`config.mk`:
```
export PLATFORM = sky130hd
export DESIGN_NAME = stream_mux_nto1
export DESIGN_NICKNAME = d
export VERILOG_FILES = /design/src/rtl/stream_mux_nto1.sv
export SDC_FILE = /design/constraint.sdc
export NUM_CORES = 1
export LEC_CHECK = 0
export CORE_MARGIN = 10
export CORE_UTILIZATION = 42
export DETAILED_ROUTE_END_ITERATION = 10
export GPL_TIMING_DRIVEN = 1
export HOLD_SLACK_MARGIN = 0.08
export PLACE_DENSITY = 0.93
export SLEW_MARGIN = 10
export SYNTH_ARGS = -nofsm -noshare
export SYNTH_HDL_FRONTEND = slang
export SYNTH_SLANG_ARGS = --single-unit
export TNS_END_PERCENT = 100
```
`constraint.sdc`:
```
create_clock -name i_clk -period 4.07 [get_ports i_clk]
set_clock_uncertainty 0.1 [all_clocks]
set_input_delay 0.6105 -clock i_clk [delete_from_list [all_inputs] [get_ports i_clk]]
set_output_delay 0.6105 -clock i_clk [all_outputs]
set_load 0.01 [all_outputs]
```
`src/rtl/stream_mux_nto1.sv`:
```
// stream_mux_nto1
//   N-input to 1-output valid/ready stream multiplexer with a registered
//   output stage. Channel selection is either explicit (i_sel) or
//   round-robin, chosen at runtime by i_mode.
//
// Optional feature (macro STREAM_MUX_PKT_LOCK_EN):
//   Adds i_last/o_last. A beat with i_last=0 locks the grant to its channel
//   until that channel delivers a beat with i_last=1.
//
// Ports:
//   i_clk, i_rst_n   clock, asynchronous active-low reset
//   i_data           packed payloads, channel k at [k*DATA_WIDTH +: DATA_WIDTH]
//   i_valid/o_ready  per-channel handshake (o_ready is one-hot or zero)
//   i_mode           0 = explicit select, 1 = round-robin
//   i_sel            channel index for explicit select
//   o_data/o_valid   registered output beat
//   o_ch             channel that sourced o_data
//   i_ready          downstream ready
//   i_last/o_last    packet boundary (STREAM_MUX_PKT_LOCK_EN only)
module stream_mux_nto1 #(
  parameter int DATA_WIDTH = 8,
  parameter int NUM_CH     = 4,
  parameter int SEL_WIDTH  = $clog2(NUM_CH)
) (
  input  logic                         i_clk,
  input  logic                         i_rst_n,
  input  logic [NUM_CH*DATA_WIDTH-1:0] i_data,
  input  logic [NUM_CH-1:0]            i_valid,
  output logic [NUM_CH-1:0]            o_ready,
  input  logic                         i_mode,
  input  logic [SEL_WIDTH-1:0]         i_sel,
`ifdef STREAM_MUX_PKT_LOCK_EN
  input  logic [NUM_CH-1:0]            i_last,
  output logic                         o_last,
`endif
  output logic [DATA_WIDTH-1:0]        o_data,
  output logic                         o_valid,
  output logic [SEL_WIDTH-1:0]         o_ch,
  input  logic                         i_ready
);

  logic                  load_en;
  logic                  xfer;
  logic                  grant_vld;
  logic [SEL_WIDTH-1:0]  grant_idx;
  logic                  base_vld;
  logic [SEL_WIDTH-1:0]  base_idx;
  logic [SEL_WIDTH-1:0]  rr_ptr;
  logic [SEL_WIDTH-1:0]  rr_next;
  logic                  rr_adv;
  logic [31:0]           rr_idx;
  logic [DATA_WIDTH-1:0] grant_data;

`ifdef STREAM_MUX_PKT_LOCK_EN
  logic                  lock_q;
  logic [SEL_WIDTH-1:0]  lock_ch_q;
`endif

  assign load_en = !o_valid || i_ready;

  // Explicit or round-robin grant before any packet lock is applied.
  // The round-robin search runs from farthest to nearest so the last
  // assignment made is the first valid channel at or after rr_ptr.
  always_comb begin
    base_vld = 1'b0;
    base_idx = '0;
    rr_idx   = '0;
    if (!i_mode) begin
      if (32'(i_sel) < 32'(NUM_CH)) begin
        base_vld = i_valid[i_sel];
        base_idx = i_sel;
      end
    end else begin
      for (int j = NUM_CH - 1; j >= 0; j--) begin
        rr_idx = (32'(rr_ptr) + 32'(j)) % 32'(NUM_CH);
        if (i_valid[rr_idx[SEL_WIDTH-1:0]]) begin
          base_vld = 1'b1;
          base_idx = rr_idx[SEL_WIDTH-1:0];
        end
      end
    end
  end

  always_comb begin
    grant_vld = base_vld;
    grant_idx = base_idx;
`ifdef STREAM_MUX_PKT_LOCK_EN
    if (lock_q) begin
      grant_vld = i_valid[lock_ch_q];
      grant_idx = lock_ch_q;
    end
`endif
  end

  // Reset also masks ready so no producer sees a handshake while held.
  assign xfer = i_rst_n && load_en && grant_vld;

  always_comb begin
    o_ready    = '0;
    grant_data = '0;
    for (int k = 0; k < NUM_CH; k++) begin
      if (grant_idx == SEL_WIDTH'(k)) begin
        grant_data = i_data[k*DATA_WIDTH +: DATA_WIDTH];
        o_ready[k] = xfer;
      end
    end
  end

  assign rr_next = (grant_idx == SEL_WIDTH'(NUM_CH - 1)) ? '0 : grant_idx + 1'b1;

`ifdef STREAM_MUX_PKT_LOCK_EN
  // Inside a packet the pointer only moves once the packet closes.
  assign rr_adv = xfer && i_mode && i_last[grant_idx];
`else
  assign rr_adv = xfer && i_mode;
`endif

  always_ff @(posedge i_clk or negedge i_rst_n) begin
    if (!i_rst_n) begin
      o_valid <= 1'b0;
      o_data  <= '0;
      o_ch    <= '0;
      rr_ptr  <= '0;
    end else begin
      if (load_en) begin
        o_valid <= grant_vld;
        if (grant_vld) begin
          o_data <= grant_data;
          o_ch   <= grant_idx;
        end
      end
      if (rr_adv) begin
        rr_ptr <= rr_next;
      end
    end
  end

`ifdef STREAM_MUX_PKT_LOCK_EN
  always_ff @(posedge i_clk or negedge i_rst_n) begin
    if (!i_rst_n) begin
      lock_q    <= 1'b0;
      lock_ch_q <= '0;
      o_last    <= 1'b0;
    end else if (xfer) begin
      lock_q    <= !i_last[grant_idx];
      lock_ch_q <= grant_idx;
      o_last    <= i_last[grant_idx];
    end
  end
`endif

endmodule

```
# --- After elaboration in Yosys (flattened, before gate mapping) ---
# Index checks and enable logic that the tools add are counted.
op_classes:
  n_bitwise: 0
  div: 0
  n_mux: 29
  n_mul: 0
  n_reduce_logical: 7
  n_shift: 0
  magnitude_cmp: 5
  eq_ne: 3
  n_addsub: 4
op_table:
  columns: ["operator", "n"]
  rows:
  - ["2-to-1 mux 8 bit", 4]
  - ["less-than comparator 2 x 3 -> 1 bit, second input constant", 5]
  - ["2-to-1 mux 1 bit", 14]
  - ["2-to-1 mux 2 bit", 6]
  - ["binary-select mux 1 bit (select 2 bit)", 5]
  - ["adder 2 x 1 -> 2 bit, second input constant", 2]
  - ["adder 2 bit, second input constant", 2]
  - ["equality test 2 bit, second input constant", 2]
  - ["logical AND 1 bit", 3]
  - ["equality test 2 x 1 -> 1 bit, second input constant", 1]
  - ["zero test 2 bit", 1]
  - ["AND reduction 2 bit", 1]
  - ["zero test 1 bit", 1]
  - ["logical OR 1 bit", 1]
word_totals:
  register_bits: 13
  memories: 0
  latch_bits: 0
  mem_bits_rw: 0
  output_inout_bits: 15
  rom_bits: 0

# --- Longest topological paths before layout ---
logic_depth:
  word_depth: 13
  depth_mapped: 10
  mapped_depth_nobuf: 9

# --- Worst setup path before layout ---
# No wires, ideal clock.
synth_timing:
  path_kind: "input to output"
  startpoint: "input port i_valid[2]"
  endpoint: "output port o_ready[3]"
  t_arrival_ns: 2.109
  stages: 8
  setup_slack_ns: 1.250
  required_time_ns: 3.359
  n_path_buf: 2
  cell_sequence: "nand2b_1 > a21oi_1 > a311oi_1 > mux2_2 > ha_1 > buf_1 > clkbuf_1 > and3_1"
synth_between:
  elab_chain_len: 9
  elab_cells_between_ends: 23
  cone_classes: "eq/ne (1); mux (21); reduce/logical (1)"
synth_rtl:
  columns: ["element", "line", "source"]
  rows:
  - ["start: declaration", "28", "input logic [NUM_CH-1:0] i_valid,"]
  - ["binary-select mux 1 bit (select 2 bit)", "76", "if (i_valid[rr_idx[SEL_WIDTH-1:0]]) begin"]
  - ["2-to-1 mux 1 bit (not written as such)", "76", null]
  - ["2-to-1 mux 2 bit (3 in a row)", "76", null]
  - ["2-to-1 mux 2 bit (*)", "76", null]
  - ["2-to-1 mux 2 bit (*)", "68", "if (!i_mode) begin"]
  - ["via base_idx[0]", "47", "logic [SEL_WIDTH-1:0] base_idx;"]
  - ["equality test 2 bit (*)", "102", "if (grant_idx == SEL_WIDTH'(k)) begin"]
  - ["2-to-1 mux 1 bit (*)", "102", null]
  - ["end: declaration", "29", "output logic [NUM_CH-1:0] o_ready,"]
# Mark *: on every way through the listed nets, which the timed path passes. The rest lies on a longest branch. The select of a mux whose other input is x is not followed.

# --- Worst setup path after layout ---
layout_timing:
  startpoint: "input port i_valid[2]"
  endpoint: "output port o_ready[1]"
layout_between:
  elab_chain_len: 9
  elab_cells_between_ends: 23
  cone_classes: "eq/ne (1); mux (21); reduce/logical (1)"
layout_rtl:
  columns: ["element", "line"]
  rows:
  - ["binary-select mux 1 bit (select 2 bit)", "76"]
  - ["2-to-1 mux 1 bit (not written as such)", "76"]
  - ["2-to-1 mux 2 bit (3 in a row)", "76"]
  - ["2-to-1 mux 2 bit (*)", "76"]
  - ["2-to-1 mux 2 bit (*)", "68"]
  - ["via base_idx[0]", "47"]
  - ["equality test 2 x 1 -> 1 bit (*)", "102"]
  - ["2-to-1 mux 1 bit (*)", "102"]
# Marked as above.

==> results.ini <==
[setup_path]
critical_path.startpoint_type=primary input
worstPathCellList=clkdlybuf4s50_1 -> nand2b_1 -> a21oi_1 -> a311oi_1 -> mux2_2 -> ha_1 -> and3_1 -> clkdlybuf4s50_1
crit_family=buffers and inverters
cpMaxStageDelayCell=clkdlybuf4s50_1
path_class=primary input to primary output
critPathBufInv=2
required_ps=3360
cp_max_fo=7
path_common_cell=clkdlybuf4s50_1
cp.arrival_ps=2980
end_kind=primary output
max_stage_delay_ps=540

[yosys]
async_flop_share=1.00
ys_ff_latch=13
synth_most_common_cell=nand2_1
yosysWarnings=0
synth_cell_types=37
synthCells=115
syn_nets=161
synthDominantCellAreaShare=0.304
synth_area_leader_cell=dfrtp_1
synth.yosys.seq_area_share=0.304
synth_edf_count=0
synth_area_um2=1070
synth_area_leaders=dfrtp_1 (30%), mux2_4 (7.0%), a221oi_1 (5.7%)
synth_flop_cell=dfrtp_1
syn_avg_cell_area_um2=9.30
synthTopCellsByCount=nand2_1 (15), dfrtp_1 (13), nor2b_1 (8), a221oi_1 (7), o31ai_1 (7)

[power_and_ir_drop]
leakagePower_uw=0.000713
ir_worst_vdd_uv=279
power_density_nw_per_um2=432

[routing]
dr.pass1.iters=4
first_iter_violations=43
drc=0
ant_nets=0
via_count=1136
post_drt_wl_per_cell_um=17.1
viasPerCell=5.60
wl_um=3480

[place]
place.gp.congestion=0.898
io_buffers=56
dpl.hpwl_um=2850
dpl_cell_area_um2=1660

[global_routing]
gr-total-overflow=0
grt_pass1_wl_um=5640
gr-usage-all-layers=0.138
antenna_found_initial=0
grt_pass1_vias=1175
grt_max_degree=17

[sta]
min_period_over_period=0.906
rsz0062_at_grt=false
setup_tns_ps=0
min_period_ps=3690
fmax_mhz=271
slew-limit-headroom=0.619
report.final.slew_viol_count=0
worst_pin_slew_ps=568
setup_viol=0
hold_violations=0

[job]
cap_violations=0

[clock_network]
clk_pin_slew_ps=80
clkSinkCount=13
cts-buffers-inserted=3
cts_max_level=1
cts_resized=0
cts_tree=built
cts_setup_buffers=0
ctsHoldBuffers=0
clk_latency_ps=280
cts_buffer_depth=2
root_buffer=clkbuf_4

[floorplan]
initial_core_util=0.436
ios=57
core_um2=2450
num_rows=18
die_y_um=70.5
fp.dieW_um=70.5
die_area_um2=4970

[cells_and_area]
drive_gt1_frac=0.121
num-nets-final=220
syn_to_final_growth_pct=57.5
final_area_um2=1690
diodes=0

[worst_hold_path]
min_path_type=register to register

[status]
status=complete, no violations

==> sequential cells by signal, indices dropped and copies added (netlist names) <==
| signal | cells |
|---|---|
| rr_ptr | 2 |
| o_valid | 1 |
| o_ch | 2 |
| o_data | 8 |
==> cells in the final DEF (no fill, tap or decap), drive strengths merged, types with 2 or more instances in the layout <==
cell,instances
o31ai,7
buf,5
a31oi,3
a221oi,7
nor2b,8
o21ai,2
nor2,4
a21oi,5
o41ai,2
nand2,15
and3,6
ha,4
nand2b,3
inv,4
clkdlybuf4s50,56
clkbuf,4
mux2,10
dfrtp,13
==> layout make-up <==
| class | count | area, um^2 |
|---|---|---|
| well taps | 30 | 37.5 |
| flip-flops and latches | 13 | 325 |
| repair buffers | 61 | 598 |
| inverters | 4 | 15.0 |
| fillers | 193 | 769 |
| clock buffers | 4 | 26.3 |
| multi-input cells | 91 | 683 |
==> cells by family (layout without fill, tap and decap cells) <==
| logic type | count (synthesis) | after routing | share of synthesized area |
|---|---|---|---|
| adders and majority gates | 4 | 4 | 0.0468 |
| buffers and inverters | 11 | 69 | 0.0573 |
| muxes | 12 | 12 | 0.153 |
| and+or+nand+nor | 44 | 44 | 0.225 |
| AOI/OAI and AO/OA | 31 | 31 | 0.214 |
| DFF | 13 | 13 | 0.304 |
==> report_power, final <==
part,total [uW],switching (uW),internal (uW)
sequential,226,41.6,184
clock,80.1,42.1,38.0
combinational,422,172,250
total,728,256,473
==> metrics by stage <==
step | util | worst slack [ps] | hold slack (ps) | instances | total power, uW
after floorplan | - | 1250 | 215 | 115 | 454
after global placement | 0.676 | 577 | 393 | 199 | 637
after detailed placement | 0.676 | 397 | 392 | 199 | 652
after CTS | 0.687 | 392 | 414 | 203 | 735
after global routing | 0.687 | 230 | 424 | 203 | 782
final | 0.687 | 382 | 409 | 203 | 728
==> per-layer routing <==
| metal | share of wire | global-route usage | vias to the layer above |
|---|---|---|---|
| met4 | 0.014 | 0.0461 | 0 |
| li1 | - | - | 546 |
| met1 | 0.46 | 0.166 | 528 |
| met3 | 0.064 | 0.0367 | 6 |
| met5 | 0 | 0 | - |
| met2 | 0.46 | 0.229 | 56 |
==> path summary, 6_finish.rpt <==
| check | start | endpoint | slack [ps] | cells after the start |
|---|---|---|---|---|
| max in group asynchronous | i_rst_n | o_ch[0]$_DFFE_PN0P_ | 2910 | 2 |
| min | o_data[5]$_DFFE_PN0P_ | o_data[5]$_DFFE_PN0P_ | 410 | 1 |
| max | i_valid[2] | o_ready[1] | 380 | 8 |
| max reg2reg | rr_ptr[1]$_DFFE_PN0P_ | o_data[4]$_DFFE_PN0P_ | 1140 | 10 |
| min reg2reg | o_data[5]$_DFFE_PN0P_ | o_data[5]$_DFFE_PN0P_ | 410 | 1 |
| min in group asynchronous | i_rst_n | o_data[3]$_DFFE_PN0P_ | 520 | 1 |
==> worst reg2reg max path, delay by kind of cell (launching register included) <==
kind,cells,cell delay (ps)
compound gates,4,830
simple gates,2,570
mux,2,550
flops,1,450
fa+ha+maj,1,210
buf+inv,1,170
(Power assumes the default switching activity.)
